### config.mk
export PLATFORM = sky130hd
export DESIGN_NAME = spi_dac_frame_receiver
export DESIGN_NICKNAME = d
export VERILOG_FILES = /design/src/rtl/spi_dac_pkg.sv /design/src/rtl/spi_slave_shifter.sv /design/src/rtl/spi_dac_frame_receiver.sv
export SDC_FILE = /design/constraint.sdc
export NUM_CORES = 1
export LEC_CHECK = 0
export CORE_ASPECT_RATIO = 1.1
export CORE_UTILIZATION = 55
export DETAILED_ROUTE_END_ITERATION = 10
export PLACE_DENSITY = 0.91
export SYNTH_ARGS = -nofsm -noshare
export SYNTH_HDL_FRONTEND = slang
export SYNTH_HIERARCHICAL = 1
export SYNTH_SLANG_ARGS = --single-unit
### constraint.sdc
create_clock -name clk -period 8.5 [get_ports clk]
set_input_delay 2.55 -clock clk [delete_from_list [all_inputs] [get_ports clk]]
set_output_delay 2.55 -clock clk [all_outputs]
set_load 0.01 [all_outputs]
### src/rtl/spi_dac_pkg.sv
// rtl/spi_dac_pkg.sv - frame layout, command codes and receiver state encoding
package spi_dac_pkg;

   localparam int FRAME_LEN = 24;

   localparam int CMD_HI  = 23;
   localparam int CMD_LO  = 20;
   localparam int ADDR_HI = 19;
   localparam int ADDR_LO = 16;
   localparam int DATA_HI = 15;
   localparam int DATA_LO = 0;

   localparam logic [3:0] CMD_UPDATE       = 4'h1;
   localparam logic [3:0] CMD_WRITE_INPUT  = 4'h2;
   localparam logic [3:0] CMD_WRITE_UPDATE = 4'h3;
   localparam logic [3:0] CMD_LDAC_SETUP   = 4'h6;
   localparam logic [3:0] CMD_SW_RESET     = 4'h7;

   localparam logic [3:0] ADDR_ALL = 4'hF;

   typedef enum logic [1:0] {
      ST_IDLE,
      ST_SHIFT,
      ST_DECODE
   } rx_state_t;

endpackage

### src/rtl/spi_slave_shifter.sv
// rtl/spi_slave_shifter.sv - SPI mode-0 input sync, edge detect, shifter and frame FSM
module spi_slave_shifter #(
   parameter int FRAME_LEN = spi_dac_pkg::FRAME_LEN,
   parameter int CNT_W     = $clog2(FRAME_LEN + 2)
) (
   input  logic                 clk,
   input  logic                 rst,
   input  logic                 spi_sclk,
   input  logic                 spi_mosi,
   input  logic                 spi_cs_n,
   output logic                 frame_done,
   output logic [CNT_W-1:0]     bit_count,
   output logic [FRAME_LEN-1:0] shift_q
);
   import spi_dac_pkg::*;

   logic [1:0]           sclk_sync_q;
   logic [1:0]           mosi_sync_q;
   logic [1:0]           cs_sync_q;
   logic                 sclk_prev_q;
   logic                 cs_prev_q;
   logic                 armed_q;
   logic                 frame_done_q;
   logic [CNT_W-1:0]     bit_count_q;
   logic [FRAME_LEN-1:0] shift_reg_q;
   rx_state_t            state_q;

   logic sclk_rise;
   logic cs_rise;
   logic cs_fall;

   assign sclk_rise = sclk_sync_q[1] & ~sclk_prev_q;
   assign cs_rise   = cs_sync_q[1] & ~cs_prev_q;
   assign cs_fall   = ~cs_sync_q[1] & cs_prev_q;

   // armed only comes up once CS has been seen high, so a frame already in
   // flight at reset release is never mistaken for a fresh one
   always_ff @(posedge clk) begin
      if (rst) begin
         sclk_sync_q  <= '0;
         mosi_sync_q  <= '0;
         cs_sync_q    <= '0;
         sclk_prev_q  <= 1'b0;
         cs_prev_q    <= 1'b0;
         armed_q      <= 1'b0;
         frame_done_q <= 1'b0;
         bit_count_q  <= '0;
         shift_reg_q  <= '0;
         state_q      <= ST_IDLE;
      end else begin
         sclk_sync_q  <= {sclk_sync_q[0], spi_sclk};
         mosi_sync_q  <= {mosi_sync_q[0], spi_mosi};
         cs_sync_q    <= {cs_sync_q[0], spi_cs_n};
         sclk_prev_q  <= sclk_sync_q[1];
         cs_prev_q    <= cs_sync_q[1];
         frame_done_q <= 1'b0;
         if (cs_sync_q[1]) begin
            armed_q <= 1'b1;
         end
         case (state_q)
            ST_IDLE: begin
               if (cs_fall && armed_q) begin
                  bit_count_q <= '0;
                  shift_reg_q <= '0;
                  state_q     <= ST_SHIFT;
               end
            end
            ST_SHIFT: begin
               // CS rise wins over a coincident sclk edge
               if (cs_rise) begin
                  frame_done_q <= 1'b1;
                  state_q      <= ST_DECODE;
               end else if (sclk_rise) begin
                  shift_reg_q <= {shift_reg_q[FRAME_LEN-2:0], mosi_sync_q[1]};
                  if (bit_count_q != CNT_W'(FRAME_LEN + 1)) begin
                     bit_count_q <= bit_count_q + 1'b1;
                  end
               end
            end
            default: begin
               state_q <= ST_IDLE;
            end
         endcase
      end
   end

   assign frame_done = frame_done_q;
   assign bit_count  = bit_count_q;
   assign shift_q    = shift_reg_q;

endmodule

### src/rtl/spi_dac_frame_receiver.sv
// rtl/spi_dac_frame_receiver.sv - DAC-side SPI frame decoder and channel register file
module spi_dac_frame_receiver #(
   parameter int FRAME_LEN = spi_dac_pkg::FRAME_LEN,
   parameter int DATA_W    = 12,
   parameter int NUM_CH    = 4
) (
   input  logic                     clk,
   input  logic                     rst,
   input  logic                     spi_sclk,
   input  logic                     spi_mosi,
   input  logic                     spi_cs_n,
   output logic                     frame_valid,
   output logic [FRAME_LEN-1:0]     frame_data,
   output logic                     frame_err,
   output logic [NUM_CH-1:0]        ldac_mask,
   output logic [NUM_CH*DATA_W-1:0] dac_out,
   output logic [7:0]               err_count
);
   import spi_dac_pkg::*;

   localparam int CNT_W = $clog2(FRAME_LEN + 2);

   logic                 frame_done;
   logic [CNT_W-1:0]     bit_count;
   logic [FRAME_LEN-1:0] shift_q;

   spi_slave_shifter #(
      .FRAME_LEN(FRAME_LEN),
      .CNT_W    (CNT_W)
   ) u_shifter (
      .clk       (clk),
      .rst       (rst),
      .spi_sclk  (spi_sclk),
      .spi_mosi  (spi_mosi),
      .spi_cs_n  (spi_cs_n),
      .frame_done(frame_done),
      .bit_count (bit_count),
      .shift_q   (shift_q)
   );

   logic [3:0]        cmd;
   logic [3:0]        addr;
   logic [DATA_W-1:0] wdata;
   logic [NUM_CH-1:0] hit;

   assign cmd   = shift_q[CMD_HI:CMD_LO];
   assign addr  = shift_q[ADDR_HI:ADDR_LO];
   assign wdata = shift_q[DATA_HI -: DATA_W];

   // addresses NUM_CH..0xE select nothing
   always_comb begin
      hit = '0;
      for (int ch = 0; ch < NUM_CH; ch++) begin
         hit[ch] = (addr == ADDR_ALL) || (addr == 4'(ch));
      end
   end

   logic [DATA_W-1:0]    input_q [NUM_CH];
   logic [DATA_W-1:0]    dac_q   [NUM_CH];
   logic [NUM_CH-1:0]    ldac_q;
   logic [7:0]           err_count_q;
   logic [FRAME_LEN-1:0] frame_data_q;
   logic                 frame_valid_q;
   logic                 frame_err_q;

   always_ff @(posedge clk) begin
      if (rst) begin
         for (int ch = 0; ch < NUM_CH; ch++) begin
            input_q[ch] <= '0;
            dac_q[ch]   <= '0;
         end
         ldac_q        <= '0;
         err_count_q   <= '0;
         frame_data_q  <= '0;
         frame_valid_q <= 1'b0;
         frame_err_q   <= 1'b0;
      end else begin
         frame_valid_q <= 1'b0;
         frame_err_q   <= 1'b0;
         if (frame_done) begin
            if (bit_count == CNT_W'(FRAME_LEN)) begin
               frame_valid_q <= 1'b1;
               frame_data_q  <= shift_q;
               case (cmd)
                  CMD_WRITE_INPUT: begin
                     for (int ch = 0; ch < NUM_CH; ch++) begin
                        if (hit[ch]) begin
                           input_q[ch] <= wdata;
                           if (ldac_q[ch]) begin
                              dac_q[ch] <= wdata;
                           end
                        end
                     end
                  end
                  CMD_WRITE_UPDATE: begin
                     for (int ch = 0; ch < NUM_CH; ch++) begin
                        if (hit[ch]) begin
                           input_q[ch] <= wdata;
                           dac_q[ch]   <= wdata;
                        end
                     end
                  end
                  CMD_UPDATE: begin
                     for (int ch = 0; ch < NUM_CH; ch++) begin
                        if (hit[ch]) begin
                           dac_q[ch] <= input_q[ch];
                        end
                     end
                  end
                  CMD_LDAC_SETUP: begin
                     ldac_q <= shift_q[DATA_LO +: NUM_CH];
                  end
                  CMD_SW_RESET: begin
                     for (int ch = 0; ch < NUM_CH; ch++) begin
                        input_q[ch] <= '0;
                        dac_q[ch]   <= '0;
                     end
                     ldac_q <= '0;
                  end
                  default: begin
                  end
               endcase
            end else begin
               frame_err_q <= 1'b1;
               if (err_count_q != 8'hFF) begin
                  err_count_q <= err_count_q + 8'd1;
               end
            end
         end
      end
   end

   for (genvar g = 0; g < NUM_CH; g++) begin : g_dac_out
      assign dac_out[g*DATA_W +: DATA_W] = dac_q[g];
   end

   assign frame_valid = frame_valid_q;
   assign frame_err   = frame_err_q;
   assign frame_data  = frame_data_q;
   assign ldac_mask   = ldac_q;
   assign err_count   = err_count_q;

endmodule

======== Yosys cells after proc, flatten, opt, wreduce, memory -nomap -nowiden ========
Memories as Yosys holds them, arrays and structs flattened.
Cells that the tools add are included.
word-level totals
  register bits after elaboration ......... 79
  RAM bits ................................ 96
  input port bits ......................... 5
  output and inout bits ................... 86
  word-level logic and storage cells ...... 234
  memories kept ........................... 2
operators by class
  add/sub/neg operators ................... 2
  equality and inequality tests ........... 18
  multiplexer cells ....................... 143
  bitwise logic cells ..................... 37
  reductions and logical operators ........ 17
memory list
  name     depth  width  rd ports  clocked after memory_dff  wr ports  RTL line                      RTL
  dac_q    4      12     4         0                         4         spi_dac_frame_receiver.sv:59  logic [DATA_W-1:0] dac_q [NUM_CH];
  input_q  4      12     4         0                         4         spi_dac_frame_receiver.sv:58  logic [DATA_W-1:0] input_q [NUM_CH];
operators by type and width
  cell                 count
  $mux 12              28
  $mux 1               102
  $mux 24              3
  $pmux 24 s2          1
  $or 1x1->1           28
  $mux 5               4
  $eq 4x2->1 const B   4
  $pmux 5 s2           1
  $add 8x1->8 const B  1
  $eq 4x1->1 const B   2
  $eq 4x3->1 const B   2
  $ne 2x1->1 const B   4
  $ne 8x8->1 const B   1
  $pmux 4 s2           1
  $not 1->1            6
  $reduce_and 3->1     2
  $add 5x1->5 const B  1
  $eq 5x5->1 const B   1
  $ne 5x5->1 const B   1
  $reduce_and 5->1     1
  $eq 4x4->1 const B   1
  $logic_not 4->1      1
  $logic_or 1x1->1     4
  $mux 2               2
  10 further kinds     15

======== Longest topological paths before layout ========
Gate-level depths: netlist of the first run.
  depth after elaboration ................. 12
  gate-level depth with buffers ........... 8
  gate-level depth less buffers ........... 6

======== Modules after synthesis ========
Netlist of the first run, hierarchy kept.
by module, submodules not included
  module                  times used  cells each  area an instance (µm²)  sequential area each (µm²)
  spi_dac_frame_receiver  1           621         5853.1                  3042.9
  spi_slave_shifter       1           180         1606.5                  820.8

======== Least setup slack after synthesis of the first run ========
Ideal clock, no wire load.
  path kind ............................... in2reg
  start point ............................. input port rst
  end point ............................... memory dac_q[2][0], enable pin
  setup time .............................. 0.417 ns
  data arrival time ....................... 4.422 ns
  data required time ...................... 8.083 ns
  setup slack ............................. 3.662 ns
  stages .................................. 3
  buffers on the path ..................... 0
  path through ............................ and4b_1 > o2111ai_1 > o41ai_1
RTL lines
  element          RTL line                      RTL
  start, declared  spi_dac_frame_receiver.sv:8   input logic rst,
  end, declared    spi_dac_frame_receiver.sv:59

==> results.cfg, run 1 <==
[clock_tree]
htreeDepth = 4
post_cts_buffers = 0
cts.sinks = 175
clk_latency_ns = 0.42
cts_resized = 0
cts_tree = yes
cts_root_buf = clkbuf_16
cts_buffer_depth = 2
holdBufCountCts = 0
numCtsBuffers = 17
clk_pin_slew_ns = 0.06

[cells_and_area]
insertedDiodeCount = 0
nFillCells = 979
drive_gt1_share_pct = 6.57
final_util_pct = 67.6
finalInstanceArea_um2 = 8930
layout.nets = 862
layout-area-overhead-vs-synth_pct = 19.7

[detailed_routing]
first_iter_violations = 736
routed_wl_um = 18300
drc = 0
wl_per_cell_um = 17.8
dr.pass1.iters = 6
vias_per_cell = 6.21
vias = 6388
ant_nets = 0

[status]
status = finished clean

[floorplan]
die-area_um2 = 14000
core_area_um2 = 13200
num_rows = 44
die_x_um = 113
start_util_pct = 56.5
die_h_um = 124
io_pins = 91

[global_route]
grt.total_usage_pct = 26.8
grt_max_degree = 80
grt_pass1_wl_um = 29500
gr-total-overflow = 0
grt_pass1_vias = 5888
antenna_found_initial = 0

[run]
cap_viol_max_count = 0

[timing]
holdWs_ns = 0.443
clock_skew_ns = 0.00716
setup_viol = 0
tns_ns = 0
fmax_mhz = 219
timing.final.crit_share_pct = 53.6
rsz0062_at_grt = no
slew_headroom_pct = 12.0
min_period_ns = 4.56
tightestPinTransition_ns = 1.31
drv_slew = 0
hold_viol = 0
setup_ws_ns = 3.94

[power]
vdd_drop_max_v = 0.0000986
p_leak_uw = 0.00297
powerDensity_nw_per_um2 = 190
p_int_uw = 1340
p_sw_uw = 355
pwr-share-seq_pct = 50.8
p_comb_share_pct = 3.1
switching_share_pct = 20.9
pwr-share-clk_pct = 46.1

[place]
place_area_um2 = 8330
dp_hpwl_um = 11600
pre_cts_slack_ns = 3.56
gp_congestion = 0.883
io_buffers = 90

[synth]
post_synth_inst_count = 801
synth-seq-cells = 175
syn-cell-area_um2 = 7460
synthSimpleGateAreaFrac_pct = 20.0
synth_edf_count = 36
synth_compound_area_share_pct = 18.9
yosysWarnings = 6
post_synth.cell_area_avg_um2 = 9.31
synthMuxAreaShare_pct = 2.15
synth_nets = 809
synth_ff_type = dfxtp_1
yosysSeqAreaShare_pct = 51.8
synth_fa_ha_area_share_pct = 0.503
ys_types = 62
synth_top_family_by_area = simple AND/OR/NAND/NOR gates
synth_xor_area_share_pct = 0.939
synthArstFlopShare_pct = 0

[critical_path]
cp-end-kind = flop
critPathArrivalTime_ns = 4.90
critPathLaunchType = input pin
critPathMaxFanout = 26
required_ns = 8.85
crit_path_max_incr_delay_ns = 0.70
cp_slowest_cell = o2bb2a_1
setup.worst_path.class = in2reg
path_cells = buf_2 -> and4b_1 -> nand2_1 -> or3_1 -> o2bb2a_1 -> mux2i_1

[hold_path]
hold_class = reg2reg
sequential cells by signal (all words and copies together) (netlist names):
signal and flops:
u_shifter/armed_q 1, u_shifter/cs_sync_q 2, err_count 8, u_shifter/sclk_prev_q 1, frame_err 1, u_shifter/bit_count 5, dac_q 48, u_shifter/state_q 2
u_shifter/cs_prev_q 1, input_q 48, u_shifter/sclk_sync_q 2, frame_valid 1, u_shifter/frame_done 1, u_shifter/mosi_sync_q 2, ldac_mask 4, frame_data 24
u_shifter/shift_q 24
layout by cell type (no fill, tap or decap), types with 15 or more instances in the layout:
cell | synthesis | routed
dfxtp_1 | 139 | 139
nand2_1 | 121 | 121
clkdlybuf4s50_1 | 0 | 89
a21oi_1 | 69 | 69
nand3_1 | 42 | 42
edfxtp_1 | 36 | 36
inv_1 | 28 | 28
a22o_1 | 24 | 24
nor2b_1 | 21 | 21
nor2_1 | 20 | 20
nor3_1 | 19 | 19
o21ai_1 | 17 | 17
clkbuf_16 | 0 | 17
o21ai_0 | 16 | 16
mux2i_1 | 16 | 16
nor4_1 | 15 | 15
a31oi_1 | 15 | 15
o22ai_1 | 15 | 15
per-stage QoR:
step,total power [uW],std cells
detailed placement,933,996
global placement,931,996
CTS,1700,1028
finish,1700,1028
global route,1740,1028
floorplan,909,801
power groups by stage:
stage / Combinational, uW / Clock, uW / Sequential (uW)
after floorplan: 23.9 / 0 / 885
after global placement: 50.2 / 0 / 881
after detailed placement: 51.4 / 0 / 881
after CTS: 51.8 / 787 / 863
after global routing: 55.9 / 819 / 864
final: 52.0 / 782 / 863
critical path: cells and delay by family:
kind | cells | cell delay (ns)
multiplexers | 1 | 0.26
AO/OA/AOI/OAI | 1 | 0.70
buffers and inverters | 1 | 0.26
AND/OR/NAND/NOR | 3 | 1.12
metal layers:
metal | share of wire [%] | wire length (um) | global-route usage (%)
met5 | 0 | 0 | 0
met3 | 7.8 | 1420 | 6.03
met1 | 41 | 7440 | 32.9
met4 | 3.7 | 673 | 13.8
met2 | 48 | 8720 | 44.5
cells by family (layout without fill, tap and decap cells):
group	after synthesis	count (layout)
fa+ha+maj	3	3
flops	175	175
buf+inv	94	160
compound gates	214	214
mux	16	16
xor+xnor	8	8
simple gates	291	291
layout make-up:
type | count | area (um^2) | share of cell area, %
clock inverter | 14 | 166 | 1.86
timing repair buffer | 100 | 971 | 10.9
inverter | 28 | 105 | 1.18
multi-input combinational | 532 | 3190 | 35.7
clock buffer | 18 | 429 | 4.81
tap | 161 | 201 | 2.26
sequential | 175 | 3860 | 43.3
final timing paths:
kind	start	slack [ns]	cells past startpoint	end
hold / removal	u_shifter/cs_sync_q[0]	0.44	1	u_shifter/cs_sync_q[1]
setup reg to reg	u_shifter/shift_q[16]	5.28	5	dac_q[0][1]
hold reg to reg	u_shifter/cs_sync_q[0]	0.44	1	u_shifter/cs_sync_q[1]
setup / recovery	rst	3.94	6	input_q[0][7]
Yosys cell counts (2+ instances only):
cell type,count,share of area (%)
nand4_1,2,0.17
buf_6,7,1.1
a31oi_1,15,1.3
and4b_1,3,0.40
inv_1,28,1.4
a211oi_1,14,1.4
edfxtp_1,36,14
nand3b_1,2,0.20
or4_4,2,0.30
nor4_1,15,1.3
and2_1,5,0.42
o21ai_1,17,1.1
a21o_1,14,1.4
nor4b_1,2,0.23
a22o_1,24,2.8
nor4bb_1,2,0.27
nand4b_1,2,0.23
a31oi_4,2,0.57
o21ai_0,16,1.1
clkbuf_1,38,1.9
nand3_1,42,2.8
a21oi_1,69,4.6
o211ai_1,3,0.30
nand2_1,121,6.1
nor2_1,20,1.0
xnor2_1,8,0.94
or2_2,3,0.25
o2111ai_1,2,0.23
buf_2,16,1.1
a211o_1,2,0.23
nor3_1,19,1.3
nor2b_1,21,1.8
or3_1,3,0.25
and3_1,7,0.59
dfxtp_1,139,37
mux2i_1,16,2.1
nand2b_1,5,0.42
ha_1,3,0.50
o22ai_1,15,1.3
a221oi_1,12,1.4
nor3b_1,5,0.50
buf_1,4,0.20
Power figures use the tool's default switching activity.
==> inputs of run 2 (changes only) <==
--- a/config.mk
+++ b/config.mk
@@ -6,9 +6,9 @@
 export NUM_CORES = 1
 export LEC_CHECK = 0
 export CORE_ASPECT_RATIO = 1.1
-export CORE_UTILIZATION = 55
+export CORE_UTILIZATION = 50
 export DETAILED_ROUTE_END_ITERATION = 10
-export PLACE_DENSITY = 0.91
+export PLACE_DENSITY = 0.88
 export SYNTH_ARGS = -nofsm -noshare
 export SYNTH_HDL_FRONTEND = slang
 export SYNTH_HIERARCHICAL = 1
==> constraint.sdc (replaced) <==
create_clock -name clk -period 3.7 [get_ports clk]
set_input_delay 1.11 -clock clk [delete_from_list [all_inputs] [get_ports clk]]
set_output_delay 1.11 -clock clk [all_outputs]
set_load 0.01 [all_outputs]
==> run 2 against run 1 <==
Compared with the run above:
- die area is 9.8% higher
- register-to-register slack worse by 4.3 ns
- critical path type is now reg2reg
- sequential share of layout area down 0.55 points
- critical path depth fell by 2
- first-iteration DRC count increased by 8.8%
- worst hold slack worse by 0.013 ns
- largest power group unchanged
- cell count grew 4.2%
==> results.cfg, run 2 (same netlist as run 1, synthesis figures left out) <==
[timing]
tightestPinTransition_ns = 1.22
hold_viol = 0
tns_ns = 0
clock_skew_ns = 0.00904
slew_headroom_pct = 18.4
fmax_mhz = 366
min_period_ns = 2.74
drv_slew = 0
holdWs_ns = 0.430
rsz0062_at_grt = no
timing.final.crit_share_pct = 73.9
setup_viol = 0

[clock_tree]
cts_buffer_depth = 2
clk_pin_slew_ns = 0.07
clk_latency_ns = 0.43
cts_tree = yes
holdBufCountCts = 0
post_cts_buffers = 0
cts_resized = 0
cts_root_buf = clkbuf_16
cts.sinks = 175
numCtsBuffers = 17
htreeDepth = 4

[place]
dp_cells = 1039
gp_congestion = 0.884
io_buffers = 90
place_area_um2 = 8460
dp_hpwl_um = 11800

[cells_and_area]
reg.largest.list = dac_q x48, input_q x48
finalInstanceArea_um2 = 9040
layout-area-overhead-vs-synth_pct = 21.2
insertedDiodeCount = 0
layout.nets = 874
final_cells = 1071
final_common_cell = dfxtp_1
final_cell_mix = dfxtp_1, nand2_1, clkdlybuf4s50_1, a21oi_1, nand3_1
drive_gt1_share_pct = 7.96

[critical_path]
cp-end-kind = flop
critPathArrivalTime_ns = 3.03
setup.worst_path.class = reg2reg
critPathLaunchType = flop
crit_path_max_incr_delay_ns = 0.69
cp_slowest_cell = or3b_1
required_ns = 3.99
critPathMaxFanout = 24
path_cells = or3b_1 -> or4_4 -> a31oi_4 -> a22o_1

[detailed_routing]
vias = 6359
vias_per_cell = 5.94
ant_nets = 0
first_iter_violations = 801
routed_wl_um = 18300
drc = 0
dr.pass1.iters = 5
wl_per_cell_um = 17.1

[floorplan]
start_util_pct = 51.4
io_pins = 91
die_x_um = 118
num_rows = 46
die-area_um2 = 15400
core_area_um2 = 14500
die_h_um = 130

[power]
powerDensity_nw_per_um2 = 426
power_uw = 3850
p_leak_uw = 0.00303
vdd_drop_max_v = 0.000301

[global_route]
gr-total-overflow = 0
antenna_found_initial = 0
grt_pass1_vias = 5773
grt.total_usage_pct = 24.3
grt_max_degree = 55
grt_pass1_wl_um = 29600

[hold_path]
hold_class = reg2reg

[run]
cap_viol_max_count = 0

[status]
status = finished clean
==> run 2: stage by stage <==
step,utilization [%],setup slack (ns)
after floorplan,-,0.302
after global placement,58.3,0.879
after detailed placement,58.3,0.693
after CTS,62.3,0.995
after global routing,62.3,0.817
final,62.3,0.964
==> run 2: area by class of cell <==
cell class              instances  area [um^2]
clock buffers                  19          454
clock inverters                13          128
fillers                      1177         5460
inverters                      28          105
multi-input cells             532         3190
flip-flops and latches        175         3860
well taps                     192          240
repair buffers                112         1060
==> run 2: final timing paths <==
| path | from | end | slack (ns) | cells after the start |
|---|---|---|---|---|
| setup / recovery | u_shifter/shift_q[22] | dac_q[1][1] | 0.96 | 4 |
| hold / removal | u_shifter/cs_sync_q[0] | u_shifter/cs_sync_q[1] | 0.43 | 1 |
| setup reg to reg | u_shifter/shift_q[22] | dac_q[1][1] | 0.96 | 4 |
| hold reg to reg | u_shifter/cs_sync_q[0] | u_shifter/cs_sync_q[1] | 0.43 | 1 |
==> run 2: per-layer routing <==
| metal | vias up | share of wire (%) | track usage [%] |
|---|---|---|---|
| li1 | 3012 | - | - |
| met1 | 3003 | 42 | 30.1 |
| met2 | 294 | 48 | 40.8 |
| met3 | 50 | 7.6 | 5.68 |
| met4 | 0 | 2.7 | 11.1 |
| met5 | - | 0 | 0 |
==> run 2: report_power, final <==
group / switching (uW) / internal, uW
Combinational: 66.9 / 55.5
Sequential: 11.3 / 1970
Clock: 769 / 980
Total: 847 / 3010
==> run 2: worst max-delay path: cells and delay by family (launching register included) <==
kind | cells | cell delay [ns]
flops | 1 | 0.46
simple gates | 2 | 1.32
compound gates | 2 | 0.81
